**src/rtl/cycle_gen_ip.sv**
```systemverilog
// ---------------------------------------------------------------------------
// cycle_gen_ip
//   Avalon-MM slave that generates a programmable periodic rectangular wave.
//   The host programs PERIOD and HIGH in csi_clk cycles; the waveform drives
//   the period-measurement path for self-test and calibration.
//
//   Optional feature macro: CYCLE_GEN_BURST_EN
//     defined   -> BURST register (addr 4): run stops by itself after BURST
//                  periods, setting STATUS.DONE and clearing CTRL.EN.
//     undefined -> addr 4 reads 0, writes ignored, DONE always 0.
//
// Ports
//   csi_clk         clock, all registers on rising edge
//   csi_reset       asynchronous active-high reset
//   avs_chipselect  slave select
//   avs_address     word address: 0 PERIOD, 1 HIGH, 2 CTRL, 3 CYCLES,
//                   4 BURST, 5 STATUS, 6/7 reserved (read 0)
//   avs_write       write strobe (qualified by chipselect)
//   avs_writedata   write data (only CNT_W LSBs stored)
//   avs_read        read strobe (qualified by chipselect)
//   avs_readdata    combinational read data, 0 when not reading
//   coe_S_out       generated waveform (registered)
// ---------------------------------------------------------------------------
module cycle_gen_ip #(
    parameter int CNT_W      = 32,
    parameter int RST_PERIOD = 100,
    parameter int RST_HIGH   = 50
) (
    input  logic        csi_clk,
    input  logic        csi_reset,
    input  logic        avs_chipselect,
    input  logic [2:0]  avs_address,
    input  logic        avs_write,
    input  logic [31:0] avs_writedata,
    input  logic        avs_read,
    output logic [31:0] avs_readdata,
    output logic        coe_S_out
);

    typedef enum logic {S_IDLE, S_RUN} state_t;

    localparam logic [CNT_W-1:0] ONE = CNT_W'(1);
    localparam logic [CNT_W-1:0] TWO = CNT_W'(2);

    // host registers
    logic [CNT_W-1:0] period_r, high_r, cycles_r;
    logic             en_r, done_r;

    // generator state
    state_t           state, state_nx;
    logic [CNT_W-1:0] cnt, cnt_nx;
    logic [CNT_W-1:0] per_sh, hi_sh;
    logic             out_nx;
    logic             load_sh, start, cyc_inc, burst_fin;

    logic [CNT_W-1:0] wdat;
    logic             wr_en, wr_per, wr_high, wr_ctrl, wr_cyc;

    assign wdat    = avs_writedata[CNT_W-1:0];
    assign wr_en   = avs_chipselect & avs_write;
    assign wr_per  = wr_en && (avs_address == 3'd0);
    assign wr_high = wr_en && (avs_address == 3'd1);
    assign wr_ctrl = wr_en && (avs_address == 3'd2);
    assign wr_cyc  = wr_en && (avs_address == 3'd3);

`ifdef CYCLE_GEN_BURST_EN
    logic [CNT_W-1:0] burst_r, burst_sh, bcnt;
    logic             wr_burst;
    assign wr_burst = wr_en && (avs_address == 3'd4);
`endif

    // ---------------- next-state / output logic ----------------
    always_comb begin
        state_nx  = state;
        cnt_nx    = cnt;
        out_nx    = coe_S_out;
        load_sh   = 1'b0;
        start     = 1'b0;
        cyc_inc   = 1'b0;
        burst_fin = 1'b0;
        case (state)
            S_IDLE: begin
                cnt_nx = '0;
                out_nx = 1'b0;
                if (en_r) begin
                    state_nx = S_RUN;
                    load_sh  = 1'b1;
                    start    = 1'b1;
                    // first output level uses the freshly loaded shadows
                    out_nx   = (period_r >= TWO) && (high_r != '0);
                end
            end
            S_RUN: begin
                if (!en_r) begin
                    // immediate stop; the partial period is dropped
                    state_nx = S_IDLE;
                    cnt_nx   = '0;
                    out_nx   = 1'b0;
                end else if (per_sh < TWO) begin
                    // degenerate period: hold low, keep polling PERIOD/HIGH
                    load_sh = 1'b1;
                    cnt_nx  = '0;
                    out_nx  = 1'b0;
                end else if (cnt == per_sh - ONE) begin
                    cnt_nx  = '0;
                    load_sh = 1'b1;
                    cyc_inc = 1'b1;
                    out_nx  = (period_r >= TWO) && (high_r != '0);
`ifdef CYCLE_GEN_BURST_EN
                    if ((burst_sh != '0) && (bcnt + ONE == burst_sh)) begin
                        burst_fin = 1'b1;
                        state_nx  = S_IDLE;
                        out_nx    = 1'b0;
                    end
`endif
                end else begin
                    cnt_nx = cnt + ONE;
                    out_nx = (cnt + ONE) < hi_sh;
                end
            end
            default: state_nx = S_IDLE;
        endcase
    end

    // ---------------- generator registers ----------------
    always_ff @(posedge csi_clk or posedge csi_reset) begin
        if (csi_reset) begin
            state     <= S_IDLE;
            cnt       <= '0;
            per_sh    <= '0;
            hi_sh     <= '0;
            coe_S_out <= 1'b0;
        end else begin
            state     <= state_nx;
            cnt       <= cnt_nx;
            coe_S_out <= out_nx;
            if (load_sh) begin
                per_sh <= period_r;
                hi_sh  <= high_r;
            end
        end
    end

    // ---------------- host registers ----------------
    always_ff @(posedge csi_clk or posedge csi_reset) begin
        if (csi_reset) begin
            period_r <= CNT_W'(RST_PERIOD);
            high_r   <= CNT_W'(RST_HIGH);
            en_r     <= 1'b0;
            cycles_r <= '0;
        end else begin
            if (wr_per)  period_r <= wdat;
            if (wr_high) high_r   <= wdat;
            // host write beats the automatic burst stop
            if (wr_ctrl)        en_r <= wdat[0];
            else if (burst_fin) en_r <= 1'b0;
            // write-clear beats a same-edge increment
            if (wr_cyc)       cycles_r <= '0;
            else if (cyc_inc) cycles_r <= cycles_r + ONE;
        end
    end

`ifdef CYCLE_GEN_BURST_EN
    always_ff @(posedge csi_clk or posedge csi_reset) begin
        if (csi_reset) begin
            burst_r  <= '0;
            burst_sh <= '0;
            bcnt     <= '0;
            done_r   <= 1'b0;
        end else begin
            if (wr_burst) burst_r <= wdat;
            // burst length and progress are latched per run
            if (start) begin
                burst_sh <= burst_r;
                bcnt     <= '0;
            end else if (cyc_inc) begin
                bcnt <= bcnt + ONE;
            end
            if (wr_ctrl)        done_r <= 1'b0;
            else if (burst_fin) done_r <= 1'b1;
        end
    end
`else
    assign done_r = 1'b0;
`endif

    // ---------------- read mux ----------------
    always_comb begin
        avs_readdata = '0;
        if (avs_chipselect && avs_read) begin
            case (avs_address)
                3'd0: avs_readdata = 32'(period_r);
                3'd1: avs_readdata = 32'(high_r);
                3'd2: avs_readdata = {31'd0, en_r};
                3'd3: avs_readdata = 32'(cycles_r);
`ifdef CYCLE_GEN_BURST_EN
                3'd4: avs_readdata = 32'(burst_r);
`endif
                3'd5: avs_readdata = {30'd0, done_r, state == S_RUN};
                default: avs_readdata = '0;
            endcase
        end
    end

endmodule
```
**config.mk**
```make
export PLATFORM = sky130hd
export DESIGN_NAME = cycle_gen_ip
export DESIGN_NICKNAME = d
export VERILOG_FILES = /design/src/rtl/cycle_gen_ip.sv
export SDC_FILE = /design/constraint.sdc
export NUM_CORES = 1
export LEC_CHECK = 0
export BUFFER_PORTS_ARGS = -buffer_cell sky130_fd_sc_hd__buf_4
export CAP_MARGIN = 25
export CORE_MARGIN = 3
export CORE_UTILIZATION = 67
export CTS_BUF_LIST = sky130_fd_sc_hd__clkbuf_4
export CTS_CLUSTER_SIZE = 10
export DETAILED_ROUTE_END_ITERATION = 10
export PLACE_DENSITY = 0.87
export SLEW_MARGIN = 25
export SYNTH_ARGS = -nofsm -noshare
export SYNTH_HDL_FRONTEND = slang
export SYNTH_SLANG_ARGS = --single-unit
```
**constraint.sdc**
```tcl
create_clock -name csi_clk -period 9.5 [get_ports csi_clk]
set_clock_uncertainty 0.15 [all_clocks]
set_input_delay 0.475 -clock csi_clk [delete_from_list [all_inputs] [get_ports csi_clk]]
set_output_delay 0.475 -clock csi_clk [all_outputs]
set_load 0.01 [all_outputs]
```
After elaboration in Yosys (flattened, before gate mapping)
Cells that the tools add are included.
{ "totals": {"elab_cells": 52, "regBits": 195} }
{ "classes": {"add_sub_neg": 3, "n_bitwise": 2, "reduce_logical": 9, "mux": 21, "n_eq_ne": 5, "n_lt_le_gt_ge": 3} }
{ "op_table": {"columns": ["op", "count"], "rows": [
  ["$mux W32", 6],
  ["$pmux W32 S5", 1],
  ["$add A32 B1 Y32 const B", 2],
  ["$pmux W32 S2", 1],
  ["$eq A32 B32 Y1", 1],
  ["$ge A32 B2 Y1 const B", 1],
  ["$lt A32 B2 Y1 const B", 1],
  ["$lt A32 B32 Y1", 1],
  ["$reduce_bool A32 Y1", 1],
  ["$sub A32 B1 Y32 const B", 1],
  ["$mux W1", 11],
  ["$eq A3 B2 Y1 const B", 2],
  ["$logic_and A1 B1 Y1", 6],
  ["$pmux W1 S2", 2],
  ["$eq A3 B1 Y1 const B", 1],
  ["$eq A3 B3 Y1 const B", 1],
  ["$logic_not A3 Y1", 1],
  ["$reduce_bool A2 Y1", 1],
  ["$and A1 B1 Y1", 1],
  ["$not A1 Y1", 1]
]} }

Longest topological paths before layout
{ "logic_depth": {"ltp_word": 8, "depth_mapped": 18, "depth_no_buf": 17} }

Worst setup path after synthesis
No wires, ideal clock.
{ "synth_timing": {"kind": "register to register", "start": "register per_sh[0]", "end": "register cycles_r[20]", "setup_ns": 0.066, "stages_incl_launch_ff": 15, "period_less_slack_ns": 3.992, "n_path_buf": 3, "arrival_ns": 3.776, "setup_slack_ns": 5.508, "path_cell_list": "dfrtp_1 > inv_1 > ha_1 > or4b_4 > buf_6 > nor4_2 > nand4_1 > xnor2_1 > or3b_1 > or4_1 > buf_2 > or3_1 > buf_2 > or4_1 > nand2_1"} }
{ "synth_via": {"elab_chain_len": 7} }
{ "synth_rtl": {"columns": ["item", "line_no", "rtl"], "rows": [
  ["start, declared", "52", "logic [CNT_W-1:0] per_sh, hi_sh;"],
  ["start signal, assigned", "138", "per_sh <= period_r;"],
  ["$sub A32 B1 Y32", "104", "end else if (cnt == per_sh - ONE) begin"],
  ["$eq A32 B32 Y1", "104", null],
  ["$mux W1", "104", null],
  ["$mux W1 (*)", "99", "end else if (per_sh < TWO) begin"],
  ["$mux W1 (*)", "94", "if (!en_r) begin"],
  ["$mux W1 (*)", "81", "case (state)"],
  ["$reduce_bool A2 Y1 (no line) (*)", null, null],
  ["end signal, assigned", "159", "else if (cyc_inc) cycles_r <= cycles_r + ONE;"],
  ["end, declared", "46", "logic [CNT_W-1:0] period_r, high_r, cycles_r;"]
]} }
Every way passes the cells marked *; elsewhere a longest branch is shown, timed or not.
A chain may end at the register's enable or synchronous reset.

Worst setup path after layout
{ "layout_timing": {"start": "register per_sh[0]", "end": "register coe_S_out"} }
{ "layout_via": {"elab_chain_len": 6} }
{ "layout_rtl": {"columns": ["item", "line_no", "rtl"], "rows": [
  ["$sub A32 B1 Y32", "104", null],
  ["$eq A32 B32 Y1", "104", null],
  ["$mux W1", "104", null],
  ["$mux W1 (*)", "99", null],
  ["$mux W1 (*)", "94", null],
  ["$pmux W1 S2 (*)", "81", null],
  ["via out_nx", "53", "logic out_nx;"],
  ["end signal, assigned", "136", "coe_S_out <= out_nx;"],
  ["end, declared", "37", "output logic coe_S_out"]
]} }
The timed path passes the listed nets; every way through them passes the cells marked *.

==> key figures <==
Logic synthesis
  – Most numerous cell types in the synthesized netlist: sky130_fd_sc_hd__dfrtp_1 (189), sky130_fd_sc_hd__mux2_2 (133), sky130_fd_sc_hd__nor2_1 (123)
  – Main flop type after synthesis: sky130_fd_sc_hd__dfrtp_1
  – Flop and latch count out of synthesis: around 200
  – Sequential share of the synthesized area: 0.432
  – Synthesized area per cell: just over 10 um2
  – Main area contributors after synthesis: sky130_fd_sc_hd__dfrtp_1 (42%), sky130_fd_sc_hd__mux2_2 (13%), sky130_fd_sc_hd__nor2_1 (4.1%), sky130_fd_sc_hd__xnor2_1 (3.8%), sky130_fd_sc_hd__ha_1 (3.8%)
  – Gate count of the mapped netlist: ~1100
  – Proportion of netlist area held by the largest area contributor: 0.418
  – Number of warning messages in the yosys log: 0
  – Library cell with the largest summed area after synthesis: sky130_fd_sc_hd__dfrtp_1
  – Synthesized Nets: roughly 1200
  – Async set-reset flop share out of synthesis: 1.00
  – Post-synth design cell area: about 0.011 mm2
  – Most used standard cell by instance count after synthesis: sky130_fd_sc_hd__dfrtp_1
  – Count of unique library cells instantiated by Yosys: between 60 and 70
  – EDFF count, synth: 0

Timing
  – Measured slew at the worst slew-check pin: around 0.96 ns
  – Number of hold violations in the final report: 0
  – Slack of the critical path: around 4.8 ns
  – Unrepaired setup endpoints after global routing: false
  – Number of pins with negative max-slew slack in the final report: 0
  – Maximum achievable frequency: around 210 MHz
  – Final period utilization: 0.498
  – Total of endpoints with negative setup slack in the final report: 0
  – Slew HR: 0.352
  – Hold Slack: 0.249 ns
  – Total negative slack: 0 ns
  – Fin crit period: between 4 and 5 ns

Place
  – Final weighted congestion of routability-driven global placement: 0.927
  – Worst slack after detailed placement: 4.86 ns
  – Number of input and output port buffers inserted: just over 70
  – DPL Wire Length: ~21000 um
  – Placed standard-cell area: about 0.012 mm2
  – # placed instances: around 1400

Finish
  – Summed area of non-filler cells in the final layout: about 0.013 mm2
  – Post-layout nets: 1274
  – Relative area change from synthesis to final layout: 11.9%
  – Final standard cell count with taps included and fillers excluded: 1430
  – Layout cell share with drive strength beyond 1: 0.228
  – Filler cell count: ~990

Die
  – Starting density of the core: 0.699
  – Placement row count: 46
  – Die span in x: between 100 and 150 um
  – Full die area: ~0.018 mm2
  – Die Y-Extent: 136 um
  – Number of ports placed on the die boundary: 73
  – Core region area: ~0.016 mm2

Flow run
  – Maximum Capacitance Violations: 0

Pwr
  – Maximum vdd drop: 190 uV
  – Leakage: between 0.005 and 0.006 uW
  – Power per Cell Area: between 200 and 250 mW/mm2

Global routing
  – Met2 Resource Use GR: 0.539
  – Pin count of the biggest net entering global routing: 134
  – Overall overflow remaining after global route: 0
  – Wire length of the first global-routing pass: 48400 um
  – Met1 Use GR: 0.468
  – Initial antenna violation count: 1
  – GRT Util Overall: 0.338
  – Most used routing layer: met2
  – Global routing usage on met3: 0.0648
  – Via count of the first global-routing pass: between 9000 and 10000

Setup path
  – Max FO, Critical Path: 17
  – Setup CP Type: flop to flop
  – Arrival time at the worst endpoint: 5.17 ns
  – Type of element launching the critical path: flop
  – Critical path endpoint category: flop
  – Required time of the critical path: between 9 and 10 ns

Worst hold path
  – HP Class: input pin to flop

Routing
  – Post-DR wirelength/cell: between 20 and 25 um
  – DRC: 0
  – Vias post-DR: approximately 9200
  – Routed via count divided by cell count: 6.47
  – Routed wire length: approximately 30000 um
  – First-pass iteration count of the detailed router: 8
  – Violation count after the first detailed-routing iteration: around 1200
  – Routed Antenna Nets: 0

Clock network
  – Post-CTS setup repair buffer count: 0
  – Sink count of the clock tree: about 200
  – Number of levels in the clock H-tree: 4
  – Number of hold-repair buffers added at the cts stage: 33
  – CTS resizes: 0
  – Clock slew at the register clock pins of the worst setup and hold paths: between 0.2 and 0.25 ns
  – Clock tree from TritonCTS: done
  – Clock root buffer master: sky130_fd_sc_hd__clkbuf_4
  – Clock network latency to the later pin of the worst-skew pair: between 0.6 and 0.7 ns
  – Max Buffers Root-to-Sink: 2
  – Total clock buffers created by CTS: 17

Run status
  – Run status: finished, final reports clean
[through the flow]
stage	utilization	power (uW)
4_1_cts	0.781	2710
3_5_place_dp	0.739	2190
2_1_floorplan	-	1930
5_1_grt	0.782	2890
3_3_place_gp	0.739	2150
6_report	0.782	2750
[metal layers]
| layer | share of wire | wire length, um | vias to the layer above |
|---|---|---|---|
| met3 | 0.077 | 2330 | 92 |
| met5 | 0 | 0 | - |
| met1 | 0.41 | 12600 | 4537 |
| met4 | 0.035 | 1050 | 0 |
| li1 | - | - | 4147 |
| met2 | 0.47 | 14400 | 470 |
[placed cells by master, fill, tap and decap left out, types with 7 or more instances in the layout]
cell                            count
sky130_fd_sc_hd__a21o_1            13
sky130_fd_sc_hd__a21oi_1           54
sky130_fd_sc_hd__and2_1             7
sky130_fd_sc_hd__and3_1            20
sky130_fd_sc_hd__buf_4             78
sky130_fd_sc_hd__clkbuf_4          17
sky130_fd_sc_hd__dfrtp_1          189
sky130_fd_sc_hd__dlygate4sd3_1     33
sky130_fd_sc_hd__ha_1              34
sky130_fd_sc_hd__inv_1             51
sky130_fd_sc_hd__mux2_2           133
sky130_fd_sc_hd__mux2i_1           38
sky130_fd_sc_hd__nand2_1           50
sky130_fd_sc_hd__nand2b_1           7
sky130_fd_sc_hd__nand3_1           27
sky130_fd_sc_hd__nand4_1           31
sky130_fd_sc_hd__nor2_1           122
sky130_fd_sc_hd__nor2b_1           34
sky130_fd_sc_hd__nor3_1            21
sky130_fd_sc_hd__nor4_1            34
sky130_fd_sc_hd__o21ai_0           19
sky130_fd_sc_hd__or3_1             11
sky130_fd_sc_hd__or4_1              7
sky130_fd_sc_hd__xnor2_1           49
sky130_fd_sc_hd__xor2_1            33
[registers in the layout, indices dropped and copies added (netlist names), 32 cells and up]
register,cells
cnt,32
cycles_r,32
hi_sh,32
high_r,32
per_sh,32
period_r,32
[area by class of cell]
type / instances / area (um2) / share of cell area
sequential: 195 / 4890 / 0.386
multi-input combinational: 823 / 6010 / 0.476
clock buffer: 17 / 128 / 0.0101
inverter: 52 / 203 / 0.0160
antenna: 1 / 2.50 / 0.000198
timing repair buffer: 111 / 916 / 0.0724
clock inverter: 15 / 226 / 0.0179
tap: 216 / 270 / 0.0214
[report_power, final]
group / internal, uW / total (uW) / switching (uW)
clock network: 141 / 514 / 373
logic: 434 / 889 / 455
registers: 1050 / 1350 / 300
[critical path: stages (launching register included)]
cell and delay, ns:
sky130_fd_sc_hd__dfrtp_1 0.49, sky130_fd_sc_hd__inv_1 0.09, sky130_fd_sc_hd__ha_1 0.26, sky130_fd_sc_hd__nor4b_1 0.54
sky130_fd_sc_hd__nand4_1 0.33, sky130_fd_sc_hd__or3_1 0.39, sky130_fd_sc_hd__a32oi_1 0.20, sky130_fd_sc_hd__a21boi_0 0.27
sky130_fd_sc_hd__or3_1 0.61, sky130_fd_sc_hd__o21bai_2 0.42, sky130_fd_sc_hd__buf_4 0.32, sky130_fd_sc_hd__or4_1 0.51
sky130_fd_sc_hd__nand2_1 0.09
[path summary, 6_finish.rpt]
path                                startpoint      endpoint  slack (ns)  cells after the start
worst min register to register            en_r         state        0.37                      0
max in group asynchronous            csi_reset        cnt[9]        7.39                      4
worst min-delay path            avs_address[1]          en_r        0.25                      3
worst max-delay path                 per_sh[0]     coe_S_out        4.77                     12
worst max register to register       per_sh[0]     coe_S_out        4.77                     12
min in group asynchronous            csi_reset  period_r[28]        0.41                      3
[cells by family (layout without fill, tap and decap cells)]
family,after synthesis,after routing,share of synthesized area
flops,195,195,0.432
xor+xnor,82,82,0.0635
other cells,0,1,0
fa+ha+maj,34,34,0.0376
mux,171,171,0.166
simple gates,409,409,0.193
compound gates,127,127,0.0700
buf+inv,105,195,0.0376
Note: power is estimated with default switching activity, not from simulation.
